==> src/rtl/mux4_rr_arbiter_pkg.sv <==
// Shared types and helpers for the MUX4 round-robin arbiter.
package mux4_arb_pkg;

  localparam int unsigned NUM_REQ = 4;
  localparam int unsigned SEL_W   = 2;

  typedef enum logic {
    IDLE  = 1'b0,
    GRANT = 1'b1
  } arb_state_t;

  function automatic logic [NUM_REQ-1:0] onehot4(input logic [SEL_W-1:0] idx);
    return NUM_REQ'(1) << idx;
  endfunction

endpackage

==> src/rtl/mux4_rr_arbiter_if.sv <==
// Request/grant bundle between four requesters and the arbiter driving a MUX4 select.
interface mux4_rr_arbiter_if;
  import mux4_arb_pkg::*;

  logic [NUM_REQ-1:0] req;
  logic [NUM_REQ-1:0] gnt;
  logic [SEL_W-1:0]   sel;
  logic               busy;
  logic               owner_timeout;

  modport master (
    output req,
    input  gnt, sel, busy, owner_timeout
  );

  modport slave (
    input  req,
    output gnt, sel, busy, owner_timeout
  );
endinterface

==> src/rtl/mux4_rr_arbiter_pick.sv <==
// Combinational round-robin pick: first set request after 'last', wrapping 3->0.
module rr_pick4
  import mux4_arb_pkg::*;
(
  input  logic [NUM_REQ-1:0] req,
  input  logic [SEL_W-1:0]   last,
  output logic               any,
  output logic [SEL_W-1:0]   idx
);

  logic             found;
  logic [SEL_W-1:0] cand;

  always_comb begin
    any   = |req;
    idx   = '0;
    found = 1'b0;
    cand  = '0;
    // k=3 wraps back to 'last' itself, giving it lowest priority
    for (int unsigned k = 0; k < NUM_REQ; k++) begin
      cand = last + SEL_W'(k + 1);
      if (!found && req[cand]) begin
        idx   = cand;
        found = 1'b1;
      end
    end
  end

endmodule

==> src/rtl/mux4_rr_arbiter.sv <==
// Round-robin arbiter sharing one MUX4 among four requesters, with optional hold-time limit.
module mux4_rr_arbiter
  import mux4_arb_pkg::*;
#(
  parameter int unsigned MAX_HOLD = 8,
  parameter int unsigned CNT_W    = 4
) (
  input  logic              clk,
  input  logic              rst_n,
  mux4_rr_arbiter_if.slave  bus
);

  if ((2 ** CNT_W) <= MAX_HOLD) begin : g_cnt_w_check
    $error("CNT_W too narrow: 2**CNT_W must exceed MAX_HOLD");
  end

  localparam logic [CNT_W-1:0] HOLD_LAST =
    (MAX_HOLD == 0) ? '0 : CNT_W'(MAX_HOLD - 1);

  arb_state_t         state_q, state_d;
  logic [NUM_REQ-1:0] gnt_q, gnt_d;
  logic [SEL_W-1:0]   sel_q, sel_d;
  logic               busy_q, busy_d;
  logic               to_q, to_d;
  logic [CNT_W-1:0]   cnt_q, cnt_d;
  logic [SEL_W-1:0]   last_q, last_d;

  logic               pick_any;
  logic [SEL_W-1:0]   pick_idx;
  logic [SEL_W-1:0]   pick_last;
  logic               owner_req;
  logic               timeout_hit;

  // During a grant the owner is the rotation origin, so one picker serves both states
  assign pick_last   = (state_q == GRANT) ? sel_q : last_q;
  assign owner_req   = bus.req[sel_q];
  assign timeout_hit = (MAX_HOLD != 0) && (cnt_q == HOLD_LAST);

  rr_pick4 u_pick (
    .req  (bus.req),
    .last (pick_last),
    .any  (pick_any),
    .idx  (pick_idx)
  );

  always_comb begin
    state_d = state_q;
    gnt_d   = gnt_q;
    sel_d   = sel_q;
    busy_d  = busy_q;
    to_d    = 1'b0;
    cnt_d   = cnt_q;
    last_d  = last_q;

    case (state_q)
      IDLE: begin
        if (pick_any) begin
          state_d = GRANT;
          gnt_d   = onehot4(pick_idx);
          sel_d   = pick_idx;
          busy_d  = 1'b1;
          cnt_d   = '0;
        end
      end

      GRANT: begin
        if (!owner_req) begin
          last_d = sel_q;
          if (pick_any) begin
            gnt_d = onehot4(pick_idx);
            sel_d = pick_idx;
            cnt_d = '0;
          end else begin
            state_d = IDLE;
            gnt_d   = '0;
            busy_d  = 1'b0;
          end
        end else if (timeout_hit) begin
          // owner's bit is still set, so the pick always succeeds (self if alone)
          to_d   = 1'b1;
          last_d = sel_q;
          gnt_d  = onehot4(pick_idx);
          sel_d  = pick_idx;
          cnt_d  = '0;
        end else begin
          cnt_d = cnt_q + 1'b1;
        end
      end

      default: begin
        state_d = IDLE;
        gnt_d   = '0;
        busy_d  = 1'b0;
      end
    endcase
  end

  always_ff @(posedge clk) begin
    if (!rst_n) begin
      state_q <= IDLE;
      gnt_q   <= '0;
      sel_q   <= '0;
      busy_q  <= 1'b0;
      to_q    <= 1'b0;
      cnt_q   <= '0;
      last_q  <= SEL_W'(NUM_REQ - 1);
    end else begin
      state_q <= state_d;
      gnt_q   <= gnt_d;
      sel_q   <= sel_d;
      busy_q  <= busy_d;
      to_q    <= to_d;
      cnt_q   <= cnt_d;
      last_q  <= last_d;
    end
  end

  assign bus.gnt           = gnt_q;
  assign bus.sel           = sel_q;
  assign bus.busy          = busy_q;
  assign bus.owner_timeout = to_q;

endmodule

==> src/flat_wrapper.sv <==
// flat-port wrapper written by rule: the top's interface ports become plain ports
module mux4_rr_arbiter_flat import mux4_arb_pkg::*;
#(
  parameter int unsigned MAX_HOLD = 8,
  parameter int unsigned CNT_W    = 4
)
  (clk, rst_n, bus_req, bus_gnt, bus_sel, bus_busy, bus_owner_timeout);
  mux4_rr_arbiter_if bus_i ();
  input  logic clk;
  input  logic rst_n;
  input wire logic [$bits(bus_i.req)-1:0] bus_req;
  output wire logic [$bits(bus_i.gnt)-1:0] bus_gnt;
  output wire logic [$bits(bus_i.sel)-1:0] bus_sel;
  output wire logic [$bits(bus_i.busy)-1:0] bus_busy;
  output wire logic [$bits(bus_i.owner_timeout)-1:0] bus_owner_timeout;
  assign bus_i.req = bus_req;
  assign bus_gnt = bus_i.gnt;
  assign bus_sel = bus_i.sel;
  assign bus_busy = bus_i.busy;
  assign bus_owner_timeout = bus_i.owner_timeout;
  mux4_rr_arbiter #(.MAX_HOLD(MAX_HOLD), .CNT_W(CNT_W)) u_core (.clk(clk), .rst_n(rst_n), .bus(bus_i));
endmodule
==> config.mk <==
export PLATFORM = sky130hd
export DESIGN_NAME = mux4_rr_arbiter_flat
export DESIGN_NICKNAME = d
export VERILOG_FILES = /design/src/rtl/mux4_rr_arbiter_pkg.sv /design/src/rtl/mux4_rr_arbiter_if.sv /design/src/rtl/mux4_rr_arbiter_pick.sv /design/src/rtl/mux4_rr_arbiter.sv /design/src/flat_wrapper.sv
export SDC_FILE = /design/constraint.sdc
export NUM_CORES = 1
export LEC_CHECK = 0
export CAP_MARGIN = 20
export CORE_MARGIN = 4
export CORE_UTILIZATION = 45
export CTS_CLUSTER_SIZE = 24
export DETAILED_ROUTE_END_ITERATION = 12
export GPL_TIMING_DRIVEN = 0
export PLACE_DENSITY = 0.81
export SLEW_MARGIN = 15
export SYNTH_ARGS = -nofsm -noshare
export SYNTH_HDL_FRONTEND = slang
export SYNTH_HIERARCHICAL = 1
export SYNTH_SLANG_ARGS = --single-unit
==> constraint.sdc <==
create_clock -name clk -period 2.51 [get_ports clk]
set_clock_uncertainty 0.05 [all_clocks]
set_input_delay 0.502 -clock clk [delete_from_list [all_inputs] [get_ports clk]]
set_output_delay 0.502 -clock clk [all_outputs]
set_load 0.02 [all_outputs]
---- Yosys cells after proc, flatten, opt, wreduce, memory -nomap -nowiden ----
Cells that the tools add are included.
cells by class
  add/subtract/negate cells ............... 4
  order comparisons ....................... 5
  equality and inequality tests ........... 6
  shifts and indexed selects .............. 1
  mux-type cells .......................... 41
  bitwise gates (word level) .............. 1
  reductions and logical operators ........ 11
operators with widths
  cell                                                         number
  2-to-1 mux 4 bit                                             7
  2-to-1 mux 2 bit                                             10
  case mux 4 bit (2 select lines)                              2
  less-than comparator 2 x 3 -> 1 bit (second input constant)  5
  2-to-1 mux 1 bit                                             14
  binary-select mux 1 bit (select 2 bit)                       5
  inequality test 2 bit (second input constant)                3
  AND reduction 3 bit                                          2
  adder 2 bit (second input constant)                          2
  adder 4 x 1 -> 4 bit (second input constant)                 1
  == test 4 x 3 -> 1 bit (second input constant)               1
  case mux 1 bit (2 select lines)                              2
  case mux 2 bit (2 select lines)                              1
  AND reduction 2 bit                                          2
  OR reduction 4 bit                                           1
  left shift 1 x 2 -> 4 bit (first input constant)             1
  logical AND 1 bit                                            3
  zero test 1 bit                                              3
  inequality test 3 bit (second input constant)                1
  adder 2 x 1 -> 2 bit (second input constant)                 1
  inequality test 2 x 1 -> 1 bit (second input constant)       1
  inverter 1 bit                                               1
storage, ports and cells
  flip-flop bits (word level) ............. 15
  input bits .............................. 6
  output and inout bits ................... 8
  word-level logic and storage cells ...... 76

---- Logic depth before layout (Yosys ltp) ----
Gate-level depths: netlist (run 1).
  word-level depth ........................ 18
  depth in mapped cells ................... 9

---- Cells and area by module ----
Netlist (run 1), hierarchy kept.
modules (own cells, without submodules)
  module           instances  cells an instance  area each (um^2)  seq. area each (um^2)
  mux4_rr_arbiter  1          93                 832.0             300.3
  rr_pick4         1          14                 81.3              0.0

---- Worst setup path before layout (run 1) ----
Ideal clock, no wire load.
  path type ............................... register to register
  start point ............................. register u_core.state_q
  end point ............................... register u_core.sel_q[1], in the netlist u_core/bus.sel[1]
  library setup time ...................... 0.096 ns
  arrival time ............................ 2.102 ns
  setup slack ............................. 0.263 ns
  stages on the path, launching flop included .. 10
  clock period less this slack ............ 2.247 ns
  cell sequence ........................... dfxtp_1 clkbuf_1 clkbuf_1 mux2_2 a21oi_1 a31oi_1 a21oi_1 nand2_1 a221o_1 o311ai_1
on the way
  cells in the longest elaborated chain, start to end .. 17
  elaborated cells on any way between the ends .. 31
  classes of those cells .................. 3 x add/sub; 1 x eq/ne; 20 x mux; 1 x bitwise; 6 x reduce/logical
ends and longest elaborated chain
  what                                        RTL line                                                             RTL
  start, declared                             mux4_rr_arbiter.sv:20                                                arb_state_t state_q, state_d;
  start signal, assigned                      mux4_rr_arbiter.sv:108                                               state_q <= state_d;
  2-to-1 mux 2 bit *                          mux4_rr_arbiter.sv:35                                                assign pick_last = (state_q == GRANT) ? sel_q : last_q;
  named net u_core.pick_last[1]               mux4_rr_arbiter.sv:30                                                logic [SEL_W-1:0] pick_last;
  adder 2 x 1 -> 2 bit                        mux4_rr_arbiter_pick.sv:21                                           cand = last + SEL_W'(k + 1);
  binary-select mux 1 bit (select 2 bit)      mux4_rr_arbiter_pick.sv:22                                           if (!found && req[cand]) begin
  2-to-1 mux 1 bit (not written as such)      mux4_rr_arbiter_pick.sv:22
  2-to-1 mux 1 bit                            mux4_rr_arbiter_pick.sv:22
  zero test 1 bit                             mux4_rr_arbiter_pick.sv:22
  logical AND 1 bit                           mux4_rr_arbiter_pick.sv:22
  [3 not listed]                              -
  2-to-1 mux 1 bit                            mux4_rr_arbiter_pick.sv:22
  zero test 1 bit                             mux4_rr_arbiter_pick.sv:22
  logical AND 1 bit                           mux4_rr_arbiter_pick.sv:22
  2-to-1 mux 2 bit *                          mux4_rr_arbiter_pick.sv:22
  named net u_core.pick_idx[1]                mux4_rr_arbiter.sv:29                                                logic [SEL_W-1:0] pick_idx;
  2-to-1 mux 2 bit, on equally long branches  mux4_rr_arbiter.sv:57, mux4_rr_arbiter.sv:69, mux4_rr_arbiter.sv:78
  2-to-1 mux 2 bit                            mux4_rr_arbiter.sv:67                                                if (!owner_req) begin
  case mux 2 bit (2 select lines) *           mux4_rr_arbiter.sv:55                                                case (state_q)
  end signal, assigned                        mux4_rr_arbiter.sv:110                                               sel_q <= sel_d;
  end, declared                               mux4_rr_arbiter.sv:22                                                logic [SEL_W-1:0] sel_q, sel_d;
Mark *: on every way through the listed nets, which the timed path passes. The rest lies on a longest branch. The select of a mux whose other input is x is not followed.
A chain may end at the register's enable or synchronous reset.

---- Final worst setup path (run 1) ----
Ends and elaborated chain as after synthesis.

==> metrics.txt, run 1 <==
outcome=completed; PD cells=578 nW/µm²; register area share after synthesis=0.329; final worst path period share=0.925; routed wire length=2110 µm; Vias=869; H-tree levels=1; DR WL/cell=14.0 µm; register area=300 µm²; slowest stage cell on the critical path=dfxtp_1; initial cell density of the core=0.470; Power, Total=638 µW; CTS Buf Count=3; Multi-input gate area=544 µm²; layout cells sized above 1=0.122; overall global routing resource usage=0.171; Yosys cell types=37; filler instances=174; Max Cap Violations=0; Mapped Cells=107; Main synth FF type=dfxtp_1; Synth Cell Area=913 µm²; Pre-antenna DRT Iters=4; first-pass GRT wire length=3620 µm; largest family of logic cells by synthesized area=compound AO/OA/AOI/OAI gates; Syn Area/Cell=8.54 µm²; later-pin clock latency in the skew report=280 ps; antenna cell count=0; Critical Path RT=2650 ps; port buffer count=13; crit start category=flop; Yosys reg bits=15; area delta synth->final=21.0%; DRC=0; CP Max Fanout=10; worst slew pin tran=469 ps; crit end category=flop; nets@finish=131; I/O Pins=14; Async S/R FF share, synth=0; CP Buf/Inv Count=1; CTS root buf=clkbuf_4; leakage power=0.000414 µW; most common cell after layout, fill and taps aside=dfxtp_1; FMAX=0.431 GHz; Worst Hold Class=reg2reg; path type of the worst setup path=reg2reg; GPL Wtd Cong=0.773; DIE HEIGHT=53.1 µm; Post-synth EDFFs=0; Reg clk slew, reported paths=90 ps; setup repair after global routing missed its margin=no; Synth Area in Adders=0.0137; Crit path max-delay family=compound AO/OA/AOI/OAI gates; Synth Area in Simple Gates=0.233; vias in the first global route=823; GRT Residual Overflow=0; max incr delay on CP=520 ps; CP arrival=2460 ps; most frequent cells in the layout=15 x dfxtp_1, 13 x clkdlybuf4s50_1, 13 x nand2_1, 8 x nor2_1, 6 x inv_1; Final Max Slew Viols=0; Clock Path Buffers=2; yosys warns=6; Max IR drop VDD=0.344 mV; remaining antenna violation count=0; relative slew slack=0.686; DR iter-0 viols=40; DP HPWL=1490 µm; Core Rows=16; Die ar.=2810 µm²; TritonCTS clock tree=done; area fraction in compound gates after synthesis=0.241; die outline width=53.1 µm; Final min period=2320 ps; Setup TNS=0 ps; Hold Fails Final Rpt=0; Core ar.=1940 µm²; Clock Sinks=15; final setup fails=0; post-synthesis mux area share=0.104; worst-path cell chain=clkbuf_2, mux2_2, a21oi_1, a31oi_1, a21oi_2, nand2_1, a221o_1, o311ai_1; XOR/XNOR Fraction of Synth Area=0; initial antenna violation count=0; Net Count, Synth=114; Vias/cell=5.79; maximum number of pins on one net before global-route repair=11
==> worst paths after layout <==
kind | to | cells after the start | startpoint | slack (ps)
setup / recovery | u_core/bus.sel[1] | 8 | u_core/state_q | 190
hold / removal | u_core/bus.gnt[0] | 2 | u_core/bus.gnt[0] | 420
setup reg to reg | u_core/bus.sel[1] | 8 | u_core/state_q | 190
hold reg to reg | u_core/bus.gnt[0] | 2 | u_core/bus.gnt[0] | 420
==> cells in the mapped netlist, types with 2 or more instances <==
library cell  count  area (µm²)
mux2_2            2        22.5
a2bb2oi_1         2        17.5
nand2_1          13        48.8
mux2i_1           5        50.1
clkbuf_1          4        15.0
o311ai_1          2        17.5
o21ai_0           3        15.0
nor2b_1           4        25.0
inv_1             6        22.5
and2_1            3        18.8
nand2b_1          3        18.8
dfxtp_1          15         300
nor2_1            8        30.0
a21oi_1           5        25.0
nand4_1           4        25.0
a221o_1           2        20.0
a31oi_1           2        12.5
o2111ai_1         5        43.8
==> metal layers <==
| layer | part of all wire | vias up | routed length [µm] | track usage |
|---|---|---|---|---|
| li1 | - | 424 | - | - |
| met1 | 0.45 | 419 | 954 | 0.227 |
| met2 | 0.49 | 24 | 1030 | 0.271 |
| met3 | 0.050 | 2 | 106 | 0.0338 |
| met4 | 0.0043 | 0 | 9 | 0.0681 |
| met5 | 0 | - | 0 | 0 |
==> final cells by class <==
cell class / count / area share
Buffer: 6 / 0.0430
Clock buffer: 4 / 0.0238
Inverter: 6 / 0.0204
Multi-Input combinational cell: 79 / 0.493
Sequential cell: 15 / 0.272
Tap cell: 27 / 0.0306
Timing Repair Buffer: 13 / 0.118
==> metrics by stage <==
| stage | cell area (µm²) | setup WS [ps] | cells | utilization | hold slack [ps] |
|---|---|---|---|---|---|
| global route | 1100 | 58.3 | 150 | 0.569 | 457 |
| finish | 1100 | 189 | 150 | 0.569 | 420 |
| CTS | 1100 | 125 | 150 | 0.567 | 420 |
| global placement | 1080 | -26.5 | 147 | 0.555 | 396 |
| floorplan | 913 | 263 | 107 | - | 412 |
| detailed placement | 1080 | -113 | 147 | 0.555 | 401 |
==> cells by family (layout without fill, tap and decap cells) <==
kind of cell / count (synthesis) / in the layout
compound gates: 28 / 28
simple gates: 42 / 42
flops: 15 / 15
mux: 8 / 8
fa+ha+maj: 1 / 1
buf+inv: 13 / 29
==> tightest hold or removal path: cells and delay by family, from the launching register on <==
| kind | cells | cell delay [ps] |
|---|---|---|
| flip-flops | 1 | 320 |
| multiplexers | 1 | 60 |
| AND/OR/NAND/NOR | 1 | 50 |
==> registers in the layout (all words and copies together) (netlist names) <==
name and cells:
u_core/bus.owner_timeout 1, u_core/last_q 2, u_core/state_q 1, u_core/bus.busy 1
u_core/bus.gnt 4, u_core/cnt_q 4, u_core/bus.sel 2
==> power by group <==
group	leakage (µW)	internal (µW)	total (µW)	switching (µW)
Clock	0.0000150	61.6	139	77.3
Combinational	0.000276	103	218	115
Sequential	0.000123	261	281	20.4
Total	0.000414	425	638	213
==> what timing repair did <==
action	CTS	global route
gates resized for setup	1	1
hold buffers	0	0
setup endpoints to repair	4	1
hold endpoints to repair	0	0
setup buffers	0	0
Note: power is estimated with default switching activity, not from simulation.
==> run 2: changes to the inputs <==
--- a/config.mk
+++ b/config.mk
@@ -7,11 +7,11 @@
 export LEC_CHECK = 0
 export CAP_MARGIN = 20
 export CORE_MARGIN = 4
-export CORE_UTILIZATION = 45
+export CORE_UTILIZATION = 34
 export CTS_CLUSTER_SIZE = 24
 export DETAILED_ROUTE_END_ITERATION = 12
 export GPL_TIMING_DRIVEN = 0
-export PLACE_DENSITY = 0.81
+export PLACE_DENSITY = 0.67
 export SLEW_MARGIN = 15
 export SYNTH_ARGS = -nofsm -noshare
 export SYNTH_HDL_FRONTEND = slang
==> run 2 against run 1 <==
Against the previous run:
- count of clock-buffer cells in the layout down 1
- sequential cell count unchanged
- worst hold slack worse by 4.6 ps
- global-route usage down 4.7 points
- worst setup slack better by 120 ps
- fmax up 5.3%
- core utilization down 13 points
==> metrics.txt, run 2 (synthesis results as in run 1) <==
outcome=completed; Worst Hold Class=reg2reg; R2R Path Start=u_core/state_q; CTS root buf=clkbuf_4; antenna cell count=0 (unchanged); Vias=863 (-0.69%); Final Max Slew Viols=0 (unchanged); Vias/cell=5.64 (-2.6%); later-pin clock latency in the skew report=280 ps (about the same); Clock Path Buffers=2 (unchanged); port buffer count=13 (unchanged); maximum number of pins on one net before global-route repair=11 (unchanged); hold depth=2 (unchanged); setup repair after global routing missed its margin=no; worst reg2reg path depth=8 (unchanged); Reg clk slew, reported paths=100 ps (about the same); Core Rows=18 (+2); GPL Wtd Cong=0.808 (+4.6%); PD cells=577 nW/µm² (-0.18%); crit start category=flop; path type of the worst setup path=reg2reg; H-tree levels=1 (unchanged); worst setup margin=305 ps (+116 ps); nets@finish=131 (unchanged); initial cell density of the core=0.362 (-0.108); Hold Fails Final Rpt=0 (unchanged); remaining antenna violation count=0 (unchanged); DP HPWL=1480 µm (-0.89%); vias in the first global route=842 (+2.3%); FMAX=0.454 GHz (+5.3%); worst slew pin tran=536 ps (+67.2 ps); Critical Path RT=2650 ps (about the same); Pre-antenna DRT Iters=5 (+1); relative slew slack=0.641 (-0.0450); Hold-fix buffers, CTS=0 (unchanged); Die ar.=3580 µm² (+27%); final hold slack=416 ps (-4.57 ps); first-pass GRT wire length=3500 µm (-3.2%); initial antenna violation count=0 (unchanged); CP Max Fanout=10 (unchanged); worst slack, placed=-153 ps (-40.1 ps); layout cells sized above 1=0.138 (+0.0163); most common cell after layout, fill and taps aside=dfxtp_1; final setup fails=0 (unchanged); hold path start=u_core/bus.gnt[1]; area delta synth->final=21.6%; post-CTS setup buffers=0 (unchanged); Core ar.=2520 µm² (+30%); die outline width=59.8 µm (+13%); routed wire length=2110 µm (about the same); overall global routing resource usage=0.124 (-0.0474); TritonCTS clock tree=done; DRC=0 (unchanged); Final min period=2200 ps (-116 ps); I/O Pins=14 (unchanged); Max Cap Violations=0 (unchanged); CP arrival=2350 ps (-110 ps); Clock Sinks=15 (unchanged); leakage power=0.000417 µW (+0.67%); DR WL/cell=13.8 µm (-1.9%); crit end category=flop; Max IR drop VDD=0.433 mV (+26%); most frequent cells in the layout=14 x dfxtp_1, 13 x clkdlybuf4s50_1, 13 x nand2_1, 8 x nor2_1, 6 x inv_1; DIE HEIGHT=59.8 µm (+13%); filler instances=255 (+47%); Critical Path Start=u_core/state_q; GRT Residual Overflow=0 (unchanged); R2R Setup Slk=310 ps (+120 ps); final worst path period share=0.878 (-0.0462); CTS Buf Count=3 (unchanged); DR iter-0 viols=24 (-40%)
[run 2: changes by cell type in the layout (fill, tap and decap cells not counted)]
cell	delta
clkinv_2	+1
dfxtp_2	+1
dfxtp_1	-1
clkbuf_1	-1
[run 2: metrics by stage]
step | cell area [µm²] | setup TNS, ps | total power [µW] | cells | util
6_report | 1110 | 0 | 641 | 153 | 0.440
3_3_place_gp | 1080 | -124 | 496 | 150 | 0.429
3_5_place_dp | 1080 | -315 | 501 | 150 | 0.429
2_1_floorplan | 913 | 0 | 429 | 107 | -
4_1_cts | 1110 | 0 | 644 | 154 | 0.441
5_1_grt | 1110 | 0 | 675 | 153 | 0.440
[run 2: final cells by class]
cell class,count,area (µm²),area share
Tap cell,30,37.5,0.0338
Clock inverter,1,5.00,0.00450
Clock buffer,3,22.5,0.0203
Timing Repair Buffer,13,130,0.117
Buffer,6,47.5,0.0428
Inverter,6,22.5,0.0203
Multi-Input combinational cell,79,544,0.490
Sequential cell,15,302,0.271
[run 2: worst paths after layout]
check                           end
setup / recovery  u_core/bus.sel[1]
hold / removal    u_core/bus.gnt[1]
setup reg to reg  u_core/bus.sel[1]
hold reg to reg   u_core/bus.gnt[1]
[run 2: routing by layer]
layer,up-vias,track usage,part of all wire
li1,427,-,-
met3,2,0.0238,0.034
met5,-,0,0
met1,413,0.151,0.49
met4,0,0.0380,0.0028
met2,21,0.218,0.48
[run 2: power breakdown]
group / total [µW] / leakage (µW) / switching (µW) / internal (µW)
combinational: 218 / 0.000276 / 116 / 103
clock: 141 / 0.0000177 / 81.5 / 59.0
sequential: 282 / 0.000123 / 20.5 / 261
[run 2: what timing repair did]
action | 4_1_cts | 5_1_grt
endpoints found under the setup margin | 6 | 5
pin swaps | 0 | 0
resized for setup | 2 | 1
hold endpoints to repair | 0 | 0
[run 2: worst max-delay path: stages (launching register included)]
cell      delay, ps
dfxtp_2         440
clkbuf_2        260
mux2_2          420
a21oi_1         140
a31oi_1          70
a21oi_2         280
nand2_1          90
a221o_1         300
o311ai_1         70
